`src/rtl/puf_seq_pkg.sv`:
```
// Shared types and sizing for the arbiter-PUF challenge sequencer.
package puf_seq_pkg;

    localparam int unsigned DEF_SETTLE_CYCLES = 4;
    localparam int unsigned DEF_VOTES         = 5;

    // Counter widths cover the parameter maxima (SETTLE_CYCLES 255, VOTES 15, 8 bits)
    localparam int unsigned SETTLE_W = 8;
    localparam int unsigned VOTE_W   = 4;
    localparam int unsigned BIT_W    = 4;
    localparam int unsigned BYTE_W   = 8;

    typedef enum logic [2:0] {
        ST_IDLE  = 3'd0,
        ST_SETUP = 3'd1,
        ST_FIRE  = 3'd2,
        ST_TALLY = 3'd3,
        ST_DONE  = 3'd4
    } state_e;

endpackage

```
`src/rtl/puf_challenge_sequencer_if.sv`:
```
// Link between the sequencer and its majority voter.
interface puf_challenge_sequencer_if;

    logic sample;
    logic resp;
    logic clear;
    logic majority;
    logic unanimous;

    modport master (output sample, output resp, output clear, input majority, input unanimous);
    modport slave  (input sample, input resp, input clear, output majority, output unanimous);

endinterface

```
`src/rtl/puf_majority_voter.sv`:
```
// Counts high PUF samples for one bit and decodes majority / unanimity.
module puf_majority_voter
    import puf_seq_pkg::*;
#(
    parameter int unsigned VOTES = DEF_VOTES
) (
    input  logic                             clk,
    input  logic                             rst_n,
    puf_challenge_sequencer_if.slave         vif
);

    logic [VOTE_W-1:0] ones_q;
    logic [VOTE_W-1:0] ones_d;

    // Clear wins over a coincident sample so an aborted vote never leaks
    always_comb begin
        ones_d = ones_q;
        if (vif.clear) begin
            ones_d = '0;
        end else if (vif.sample && vif.resp) begin
            ones_d = ones_q + VOTE_W'(1);
        end
    end

    always_ff @(posedge clk or negedge rst_n) begin
        if (!rst_n) begin
            ones_q <= '0;
        end else begin
            ones_q <= ones_d;
        end
    end

    assign vif.majority  = (ones_q > VOTE_W'(VOTES / 2));
    assign vif.unanimous = (ones_q == '0) || (ones_q == VOTE_W'(VOTES));

endmodule

```
`src/rtl/puf_challenge_sequencer.sv`:
```
// Drives challenges and race pulses to an arbiter PUF and majority-votes an 8-bit response.
module puf_challenge_sequencer
    import puf_seq_pkg::*;
#(
    parameter int unsigned SETTLE_CYCLES = DEF_SETTLE_CYCLES,
    parameter int unsigned VOTES         = DEF_VOTES
) (
    input  logic              clk,
    input  logic              rst_n,
    input  logic              ena,
    input  logic              start,
    input  logic [BYTE_W-1:0] chal_seed,
    output logic [BYTE_W-1:0] puf_challenge,
    output logic              puf_pulse,
    input  logic              puf_response,
    output logic              busy,
    output logic [BYTE_W-1:0] resp_byte,
    output logic              resp_valid,
    input  logic              resp_ready,
    output logic              stable
);

    if (SETTLE_CYCLES == 0 || SETTLE_CYCLES > 255) begin : g_bad_settle
        $error("puf_challenge_sequencer: SETTLE_CYCLES must be 1..255");
    end
    if (VOTES == 0 || VOTES > 15 || (VOTES % 2) == 0) begin : g_bad_votes
        $error("puf_challenge_sequencer: VOTES must be odd and 1..15");
    end

    state_e              state_q, state_d;
    logic [SETTLE_W-1:0] cnt_q, cnt_d;
    logic [VOTE_W-1:0]   vote_q, vote_d;
    logic [BIT_W-1:0]    bit_q, bit_d;
    logic [BYTE_W-1:0]   seed_q, seed_d;
    logic [BYTE_W-1:0]   chal_q, chal_d;
    logic [BYTE_W-1:0]   resp_q, resp_d;
    logic                pulse_q, pulse_d;
    logic                busy_q, busy_d;
    logic                valid_q, valid_d;
    logic                stable_q, stable_d;

    logic last_phase_c;
    logic last_vote_c;
    logic last_bit_c;

    puf_challenge_sequencer_if vote_if ();

    puf_majority_voter #(.VOTES(VOTES)) u_voter (
        .clk   (clk),
        .rst_n (rst_n),
        .vif   (vote_if.slave)
    );

    assign last_phase_c = (cnt_q == SETTLE_W'(SETTLE_CYCLES - 1));
    assign last_vote_c  = (vote_q == VOTE_W'(VOTES - 1));
    assign last_bit_c   = (bit_q == BIT_W'(7));

    always_ff @(posedge clk or negedge rst_n) begin
        if (!rst_n) begin
            state_q <= ST_IDLE;
        end else begin
            state_q <= state_d;
        end
    end

    // Next state; dropping ena anywhere outside IDLE aborts the run
    always_comb begin
        state_d = state_q;
        unique case (state_q)
            ST_IDLE:  if (start && ena) state_d = ST_SETUP;
            ST_SETUP: if (last_phase_c) state_d = ST_FIRE;
            ST_FIRE:  if (last_phase_c) state_d = ST_TALLY;
            ST_TALLY: state_d = (last_vote_c && last_bit_c) ? ST_DONE : ST_SETUP;
            ST_DONE:  if (resp_ready) state_d = ST_IDLE;
            default:  state_d = ST_IDLE;
        endcase
        if (state_q != ST_IDLE && !ena) begin
            state_d = ST_IDLE;
        end
    end

    always_comb begin
        cnt_d          = cnt_q;
        vote_d         = vote_q;
        bit_d          = bit_q;
        seed_d         = seed_q;
        chal_d         = chal_q;
        resp_d         = resp_q;
        stable_d       = stable_q;
        vote_if.sample = 1'b0;
        vote_if.resp   = puf_response;
        vote_if.clear  = 1'b0;

        unique case (state_q)
            ST_IDLE: begin
                if (state_d == ST_SETUP) begin
                    seed_d        = chal_seed;
                    chal_d        = chal_seed;
                    cnt_d         = '0;
                    vote_d        = '0;
                    bit_d         = '0;
                    resp_d        = '0;
                    stable_d      = 1'b1;
                    vote_if.clear = 1'b1;
                end
            end
            ST_SETUP: begin
                cnt_d = last_phase_c ? '0 : cnt_q + SETTLE_W'(1);
            end
            ST_FIRE: begin
                cnt_d          = last_phase_c ? '0 : cnt_q + SETTLE_W'(1);
                vote_if.sample = last_phase_c;
            end
            ST_TALLY: begin
                cnt_d = '0;
                if (last_vote_c) begin
                    vote_d                 = '0;
                    resp_d[bit_q[2:0]]     = vote_if.majority;
                    stable_d               = stable_q & vote_if.unanimous;
                    vote_if.clear          = 1'b1;
                    bit_d                  = bit_q + BIT_W'(1);
                    if (!last_bit_c) begin
                        chal_d = seed_q + BYTE_W'(bit_d);
                    end
                end else begin
                    vote_d = vote_q + VOTE_W'(1);
                end
            end
            ST_DONE: begin
                cnt_d = '0;
            end
            default: begin
                cnt_d = '0;
            end
        endcase

        // Abort keeps the last published byte/stable and restarts the counters
        if (state_q != ST_IDLE && !ena) begin
            resp_d        = resp_q;
            stable_d      = stable_q;
            cnt_d         = '0;
            vote_d        = '0;
            bit_d         = '0;
            vote_if.clear = 1'b1;
        end
    end

    // Registered outputs are decoded from the next state so they align with it
    always_comb begin
        pulse_d = (state_d == ST_FIRE);
        busy_d  = (state_d != ST_IDLE);
        valid_d = (state_d == ST_DONE);
    end

    always_ff @(posedge clk or negedge rst_n) begin
        if (!rst_n) begin
            cnt_q    <= '0;
            vote_q   <= '0;
            bit_q    <= '0;
            seed_q   <= '0;
            chal_q   <= '0;
            resp_q   <= '0;
            pulse_q  <= 1'b0;
            busy_q   <= 1'b0;
            valid_q  <= 1'b0;
            stable_q <= 1'b0;
        end else begin
            cnt_q    <= cnt_d;
            vote_q   <= vote_d;
            bit_q    <= bit_d;
            seed_q   <= seed_d;
            chal_q   <= chal_d;
            resp_q   <= resp_d;
            pulse_q  <= pulse_d;
            busy_q   <= busy_d;
            valid_q  <= valid_d;
            stable_q <= stable_d;
        end
    end

    assign puf_challenge = chal_q;
    assign puf_pulse     = pulse_q;
    assign busy          = busy_q;
    assign resp_byte     = resp_q;
    assign resp_valid    = valid_q;
    assign stable        = stable_q;

endmodule

```
`config.mk`:
```
export PLATFORM = sky130hd
export DESIGN_NAME = puf_challenge_sequencer
export DESIGN_NICKNAME = d
export VERILOG_FILES = /design/src/rtl/puf_seq_pkg.sv /design/src/rtl/puf_challenge_sequencer_if.sv /design/src/rtl/puf_majority_voter.sv /design/src/rtl/puf_challenge_sequencer.sv
export SDC_FILE = /design/constraint.sdc
export NUM_CORES = 1
export LEC_CHECK = 0
export ABC_AREA = 1
export CORE_AREA = 2 2 77 116
export DETAILED_ROUTE_END_ITERATION = 8
export DIE_AREA = 0 0 79 118
export GPL_TIMING_DRIVEN = 0
export PLACE_DENSITY_LB_ADDON = 0.2
export SYNTH_ARGS = -nofsm -noshare
export SYNTH_HDL_FRONTEND = slang
export SYNTH_SLANG_ARGS = --single-unit
```
`constraint.sdc`:
```
create_clock -name clk -period 1.8 [get_ports clk]
set_input_delay 0.27 -clock clk [delete_from_list [all_inputs] [get_ports clk]]
set_output_delay 0.27 -clock clk [all_outputs]
set_load 0.01 [all_outputs]
```
* After elaboration in Yosys (flattened, before gate mapping) *
Cells that the tools add are included.
Widths: inputs -> output; s select.

storage, ports and cells
  bits in registers = 51
  bits of input ports = 14
  logic and storage cells = 95

operators by class
  add/sub/neg operators = 5
  magnitude comparators = 3
  equality and inequality tests = 16
  muxes and demuxes = 37
  bitwise logic cells = 2
  reduce and logical (&&, ||, !) cells = 20

operators by type and width
  cell                 number
  $mux 8               7
  $pmux 8 s2           3
  $mux 4               7
  $mux 3               6
  $pmux 4 s2           2
  $pmux 3 s5           1
  $add 4x1->4 const B  3
  $eq 4x3->1 const B   3
  $eq 3x2->1 const B   3
  $reduce_bool 3->1    3
  $add 8x1->8 const B  1
  $add 8x4->8          1
  $bwmux 8             1
  $eq 8x2->1 const B   1
  $reduce_and 4->1     2
  $mux 1               7
  $eq 3x1->1 const B   2
  $eq 3x3->1 const B   2
  $ne 2x2->1 const B   3
  $ne 3x3->1 const B   2
  $logic_and 1x1->1    5
  $gt 4x2->1 const B   1
  $logic_not 4->1      1
  $lt 3x4->1 const B   1
  other kinds (12)     15

* Depth between registers and ports, before layout *
Gate-level depths: netlist of the first run.

  depth after elaboration = 10
  depth in mapped cells = 13
  mapped depth without buffers = 13

* Modules after synthesis *
Synthesis of the first run repeated with hierarchy kept, for this count alone.

unflattened totals
  cells, all modules = 363
  area total of the unflattened synthesis = 2,955.3 um^2

by module, submodules not included
  module                   instances  cells each  area each (um^2)  seq. area each (um^2)
  puf_challenge_sequencer  1          329         2,673.8           1,176.1
  puf_majority_voter       1          34          281.5             100.1

* Least setup slack after synthesis of the first run *
OpenSTA, ideal clock, no wires.

  kind = reg-to-reg
  start point = register bit_q[2]
  end point = register chal_q[5] (netlist: puf_challenge[5])
  arrival time = 1,855 ps
  data required time = 1,674 ps
  setup slack = -181 ps
  stages on the path, launching flop included = 13
  buffers on the path = 1
  period minus slack after synthesis = 1,981 ps
  path through = dfrtp_1 -> buf_2 -> inv_1 -> nor3_1 -> xor2_1 -> ha_1 -> nand2_1 -> nand2_1 -> nand2_1 -> xor2_1 -> nand2_1 -> o21ai_0 -> o21ai_0

on the way
  word-level cells in the longest chain between the ends = 8
  elaborated cells between the ends (all ways) = 14
  those cells by class = add/sub: 2; eq/ne: 4; mux: 6; reduce/logical: 2

RTL lines
  item                                                                 line                            RTL
  start, declared                                                      puf_challenge_sequencer.sv:33   logic [BIT_W-1:0] bit_q, bit_d;
  start signal, assigned                                               puf_challenge_sequencer.sv:170  bit_q <= bit_d;
  parallel branches: the longest is 8 deep, another holds $add 8x4->8  --
  end signal, assigned                                                 puf_challenge_sequencer.sv:172  chal_q <= chal_d;
  end, declared                                                        puf_challenge_sequencer.sv:35   logic [BYTE_W-1:0] chal_q, chal_d;

Several ways; the timed one is not identified. The select of a mux whose other input is x is not followed.
A chain may end at the register's enable or synchronous reset.

* Final worst setup path of the first run *
  start point = register bit_q[1]
  end point = register chal_q[5] (netlist: puf_challenge[5])

The elaborated chain is that of the path after synthesis.

==> results of run 1 <==
[path summary, 6_finish.rpt]
check / endpoint / slack, ps / cells past startpoint
worst max-delay path: puf_challenge[5] / -210 / 12
worst min-delay path: cnt_q[4] / 440 / 2
worst max register to register: puf_challenge[5] / -210 / 12
worst min register to register: seed_q[0] / 480 / 2
max in group asynchronous: bit_q[0] / 820 / 3
min in group clk: seed_q[0] / 480 / 2
[Yosys cell counts, types with 2 or more instances]
cell type and instances:
nand4_1 21, clkbuf_1 3, dfrtp_1 51, ha_1 12
nor3_1 8, o21ai_0 16, inv_2 5, a21oi_1 11
xor2_1 8, nor2_1 30, nand2_1 91, nor2_2 2
or2_2 9, nand2_2 3, o21ai_1 5, a31oi_1 7
inv_1 33, nand3_1 24, buf_2 3
[registers in the layout (all words and copies together), names as in the netlist]
| signal | cells |
|---|---|
| u_voter.ones_q | 4 |
| resp_valid | 1 |
| puf_pulse | 1 |
| stable | 1 |
| vote_q | 4 |
| state_q | 3 |
| cnt_q | 8 |
| bit_q | 4 |
| busy | 1 |
| resp_byte | 8 |
| seed_q | 8 |
| puf_challenge | 8 |
[timing repair]
item | CTS | global route
gates cloned | 0 | 1
pin swaps | 13 | 18
endpoints found under the setup margin | 29 | 32
setup buffers | 16 | 7
hold endpoints to repair | 17 | 0
gates resized for setup | 35 | 28
hold buffers | 1 | 0
[layout make-up]
class                           instances  area [um2]
Clock inverter                          1        5.00
Tap cell                              107         134
Fill cell                             832        4400
Inverter                               39         151
Multi-Input combinational cell        258        1590
Timing Repair Buffer                   59         561
Clock buffer                            7         133
Buffer                                  8        61.3
Sequential cell                        51        1280
[metal layers]
layer,routed length (um),vias to the layer above
met5,0,-
met4,99,0
met3,213,6
met2,3840,43
met1,2870,1193
li1,-,1307
[through the flow]
step	cells	hold slack, ps	worst slack (ps)
floorplan	356	-25.6	-137
global placement	496	461	-1200
detailed placement	497	233	-545
CTS	522	450	-236
global route	530	498	-300
finish	530	438	-210
[power by group through the flow]
stage               combinational, uW  sequential (uW)  clock (uW)
finish                           2360             1640         934
global route                     2620             1670        1010
CTS                              2070             1640         965
detailed placement               1800             1650           0
global placement                 1770             1650           0
floorplan                        1160             1670           0
[critical path, stage by stage (launching register included)]
cell and delay, ps:
dfrtp_1 420, ha_4 180, xor2_2 140, ha_1 320
a21oi_1 130, nand2_1 110, nand2_4 90, nand2_4 60
nand2_2 60, xor2_1 150, nand2_1 80, o21ai_2 80
o21ai_1 80
[cell families after synthesis]
group	Yosys count
xor gates and xnor gates	8
AOI/OAI and AO/OA	44
adders and majority gates	13
DFF	51
and+or+nand+nor	193
buffers and inverters	47
==> results.toml, run 1 <==
[yosys]
synthDistinctLibCells = 33
synth_enable_flop_cells = 0
synth_compound_area_share_pct = 8.70
syn_area_mm2 = 0.00283
synthesis.nets = 383
netlist_top_cells_area = "dfrtp_1, nand2_1, ha_1, nand4_1, inv_1"
synth.top_cell.area_share_pct = 45.0
postSynthAreaPerCell_um2 = 7.96
synth_fa_ha_area_share_pct = 6.00
yosys_warnings = 0
yosys.area.top_type = "dfrtp_1"
synth_top_family_by_area = "simple AND/OR/NAND/NOR gates"
synth_xor_area_share_pct = 2.47
synth-seq-area-share_pct = 45.0
synth-simple-area-share_pct = 31.0
synth.area.mux_share_pct = 0
synth_ff_type = "dfrtp_1"
synthesis.instances = 356
async_flop_share_pct = 100
ys_ff_latch = 51

[timing]
slew_violations = 0
skew_ps = 6.05
slew_headroom_pct = 71.6
worst_slack_ps = -210
fin_tns_setup_ps = -850
rsz0062_at_grt = "true"
fin_crit_sh_pct = 112
finalSetupViolCount = 13
finalHoldViolations = 0
min_period_ps = 2010
max_freq_mhz = 498
tightest_slew_ps = 426

[drt]
antenna_left = 0
dr.first_iter.drc_count = 136
num_vias = 2549
via_per_inst = 4.81
wl_per_cell_um = 13.3
drt-total-wl_um = 7030
drc = 0
firstDrtPassIters = 4

[worst_setup_path]
crit_fanout = 3
cp-startpoint = "bit_q[1]"
cp-end-kind = "register"
cp.required_ps = 1980
rr_startpoint = "bit_q[1]"
startpoint_type = "register"
arrival_ps = 2190
path_class = "reg -> reg"

[finish]
mostFrequentLayoutCells = "nand2_1, dfrtp_1, clkdlybuf4s50_1, inv_1, nor2_1"
syn_to_final_growth_pct = 38.1
antenna_cells = 0
nNetsFinal = 449
drive_gt1_share_pct = 23.4
final_common_cell = "nand2_1"
finalInstanceArea_mm2 = 0.00391
final_core_util_pct = 47.1

[cts]
path_clk_slew_ps = 70
clock_latency_ps = 290
cts_root_buffer = "clkbuf_16"
clockBufferDepth = 2
cts_inserted_buffers = 5
cts_tree = "done"
h-tree-depth = 2
cts.sink_count = 51

[global_routing]
grt_pass1_wl_um = 11700
grt_pass1_vias = 2550
grtUsageMet3_pct = 2.84
met2_usage_pct = 28.2
grtUsageMet1_pct = 17.8
grt_max_degree = 35
grt_antenna_before_repair = 0
overflow = 0
track_usage_pct = 15.7
grt.busiest_layer = "met2"

[floorplan]
num_io_pins = 34
die_area_mm2 = 0.00932
core_mm2 = 0.00831
dieWidth_um = 79
die_y_um = 118
initial_core_util_pct = 34.1
rows = 41

[power_and_ir_drop]
comb_power_share_pct = 47.8
clkPwrFrac_pct = 19.0
intPower_uw = 3030
sw_frac_of_total_pct = 38.4
seqPwrFrac_pct = 33.2
power.total_uw = 4930
switching_power_uw = 1890
p_leak_uw = 0.00190
p_per_area_mw_per_mm2 = 1260
max-vdd-ir-drop_v = 0.000652

[run]
cap_viol_max_count = 0

[placed_design]
dp_hpwl_um = 4960
dpl_cell_area_mm2 = 0.00332
place_congestion = 0.870
port-buffer-count = 33

[run_status]
violations = "setup timing"
outcome = "complete, but fails checks"

[hold_path]
hold_class = "in -> async"
Note: power is estimated with default switching activity, not from simulation.
==> run 2: changes to the inputs <==
Settings changed: CORE_AREA 2 2 77 116 to 2 2 65 98, DIE_AREA 0 0 79 118 to 0 0 67 100, SKIP_CTS_REPAIR_TIMING set to 1.
==> run 2 against run 1 <==
The run ends with hold timing, setup timing left. Final cell count decreased by 7.7%. Non-clock buffer count decreased by 7. Die area decreased by 28%. Critical path type unchanged. Largest cell class unchanged. Highest routed layer unchanged.
==> results.toml, run 2 (synthesis results as in run 1) <==
[timing]
whs_ps = -34.7
min_period_ps = 2090
fin_crit_sh_pct = 116
worst_slack_ps = -293
finalHoldViolations = 25
rsz0062_at_grt = "true"
slew_violations = 0
finalSetupViolCount = 5
tightest_slew_ps = 622
skew_ps = 13.2
slew_headroom_pct = 58.5
max_freq_mhz = 478

[power_and_ir_drop]
p_per_area_mw_per_mm2 = 1210
p_leak_uw = 0.00181
max-vdd-ir-drop_v = 0.000702

[worst_setup_path]
crit_buf_inv = 1
crit_fanout = 7
cp.required_ps = 2020
cp-end-kind = "register"
path_class = "reg -> reg"
arrival_ps = 2310
path_delay_family = "simple AND/OR/NAND/NOR gates"
startpoint_type = "register"
cp_cell_sequence = "inv_1 > nor3_4 > xor2_2 > ha_4 > nand2_1 > nand3_1 > nand2_1 > xor2_1 > nand2_1 > a31oi_1"
cp_common_cell = "nand2_1"
critPathSlowestCell = "dfrtp_2"
max_stage_delay_ps = 450

[cts]
cts_inserted_buffers = 5
cts_tree = "done"
cts_root_buffer = "clkbuf_8"
cts.sink_count = 51
clockBufferDepth = 2
path_clk_slew_ps = 100
clock_latency_ps = 310
h-tree-depth = 2

[finish]
antenna_cells = 0
mostFrequentLayoutCells = "nand2_1, dfrtp_1, clkdlybuf4s50_1, inv_1, nor2_1"
drive_gt1_share_pct = 23.6
final_common_cell = "nand2_1"
syn_to_final_growth_pct = 33.6
finalNonFillerCells = 489
nNetsFinal = 442

[drt]
firstDrtPassIters = 4
antenna_left = 0
via_per_inst = 5.23
wl_per_cell_um = 13.7
drc = 0
num_vias = 2557
drt-total-wl_um = 6700
dr.first_iter.drc_count = 127

[floorplan]
core_mm2 = 0.00596
dieWidth_um = 67
die_area_mm2 = 0.00670
num_io_pins = 34
die_y_um = 100
rows = 35
initial_core_util_pct = 47.6

[global_routing]
grtUsageMet1_pct = 23.1
grt_max_degree = 27
grtUsageMet3_pct = 2.80
grt.busiest_layer = "met2"
grt_antenna_before_repair = 0
grt_pass1_wl_um = 11000
overflow = 0
grt_pass1_vias = 2549
met2_usage_pct = 38.6
track_usage_pct = 21.2

[placed_design]
port-buffer-count = 33
dp_hpwl_um = 4670
place_congestion = 0.836
place_ws_ps = -455
place_inst = 464

[run_status]
violations = "hold timing, setup timing"
outcome = "complete, but fails checks"

[hold_path]
hold_class = "in -> async"

[run]
cap_viol_max_count = 0
-- run 2: cell types whose count changed in the layout (fill, tap and decap cells not counted), sizes merged --
cell	previous run	this run
buf	30	25
clkinv	2	1
inv	38	39
clkbuf	11	9
dlygate4sd3	1	0
-- run 2: cell type report --
type | count | area, um2
clock buffers | 6 | 82.6
well taps | 74 | 92.6
fillers | 546 | 2170
clock inverters | 1 | 5.00
multi-input cells | 258 | 1610
flip-flops and latches | 51 | 1280
repair buffers | 52 | 502
plain buffers | 8 | 61.3
inverters | 39 | 146
-- run 2: per-layer routing --
layer  share of wire [%]  wire, um
met4                 3.0       200
met5                   0         0
met1                  41      2750
met3                 2.2       146
met2                  54      3610
-- run 2: worst reg2reg max path: cells and delay by family (launching register included) --
| kind | cells | cell delay (ps) |
|---|---|---|
| adders and majority gates | 1 | 250 |
| xor gates and xnor gates | 2 | 380 |
| buffers and inverters | 1 | 170 |
| and+or+nand+nor | 5 | 620 |
| AOI/OAI and AO/OA | 1 | 140 |
| DFF | 1 | 450 |
-- run 2: path summary, 6_finish.rpt --
check,slack [ps],endpoint,cells past startpoint,startpoint
worst max-delay path,-290,puf_challenge[6],10,bit_q[0]
worst min-delay path,-30,busy,1,rst_n
worst max register to register,-290,puf_challenge[6],10,bit_q[0]
worst min register to register,480,resp_byte[2],2,resp_byte[2]
max in group asynchronous,1250,bit_q[1],2,rst_n
min in group clk,480,resp_byte[2],2,resp_byte[2]
-- run 2: power breakdown --
group          total [uW]  internal (uW)  switching, uW  leakage [uW]
registers            1660           1420            238      0.000659
logic                2260           1040           1210       0.00111
clock network         682            303            379     0.0000470
total                4600           2770           1830       0.00181
-- run 2: stage by stage --
| step | hold WS (ps) | TNS (ps) | util (%) | power [uW] | instance area [um2] |
|---|---|---|---|---|---|
| 3_5_place_dp | 322 | -8500 | 55.1 | 3450 | 3280 |
| 3_3_place_gp | 462 | -65830 | 54.8 | 3390 | 3260 |
| 5_1_grt | 17.1 | -2380 | 63.6 | 4970 | 3780 |
| 2_1_floorplan | -25.6 | -296 | - | 2830 | 2840 |
| 6_report | -34.7 | -1100 | 63.6 | 4600 | 3780 |
| 4_1_cts | -13.7 | -3910 | 56.5 | 4140 | 3370 |
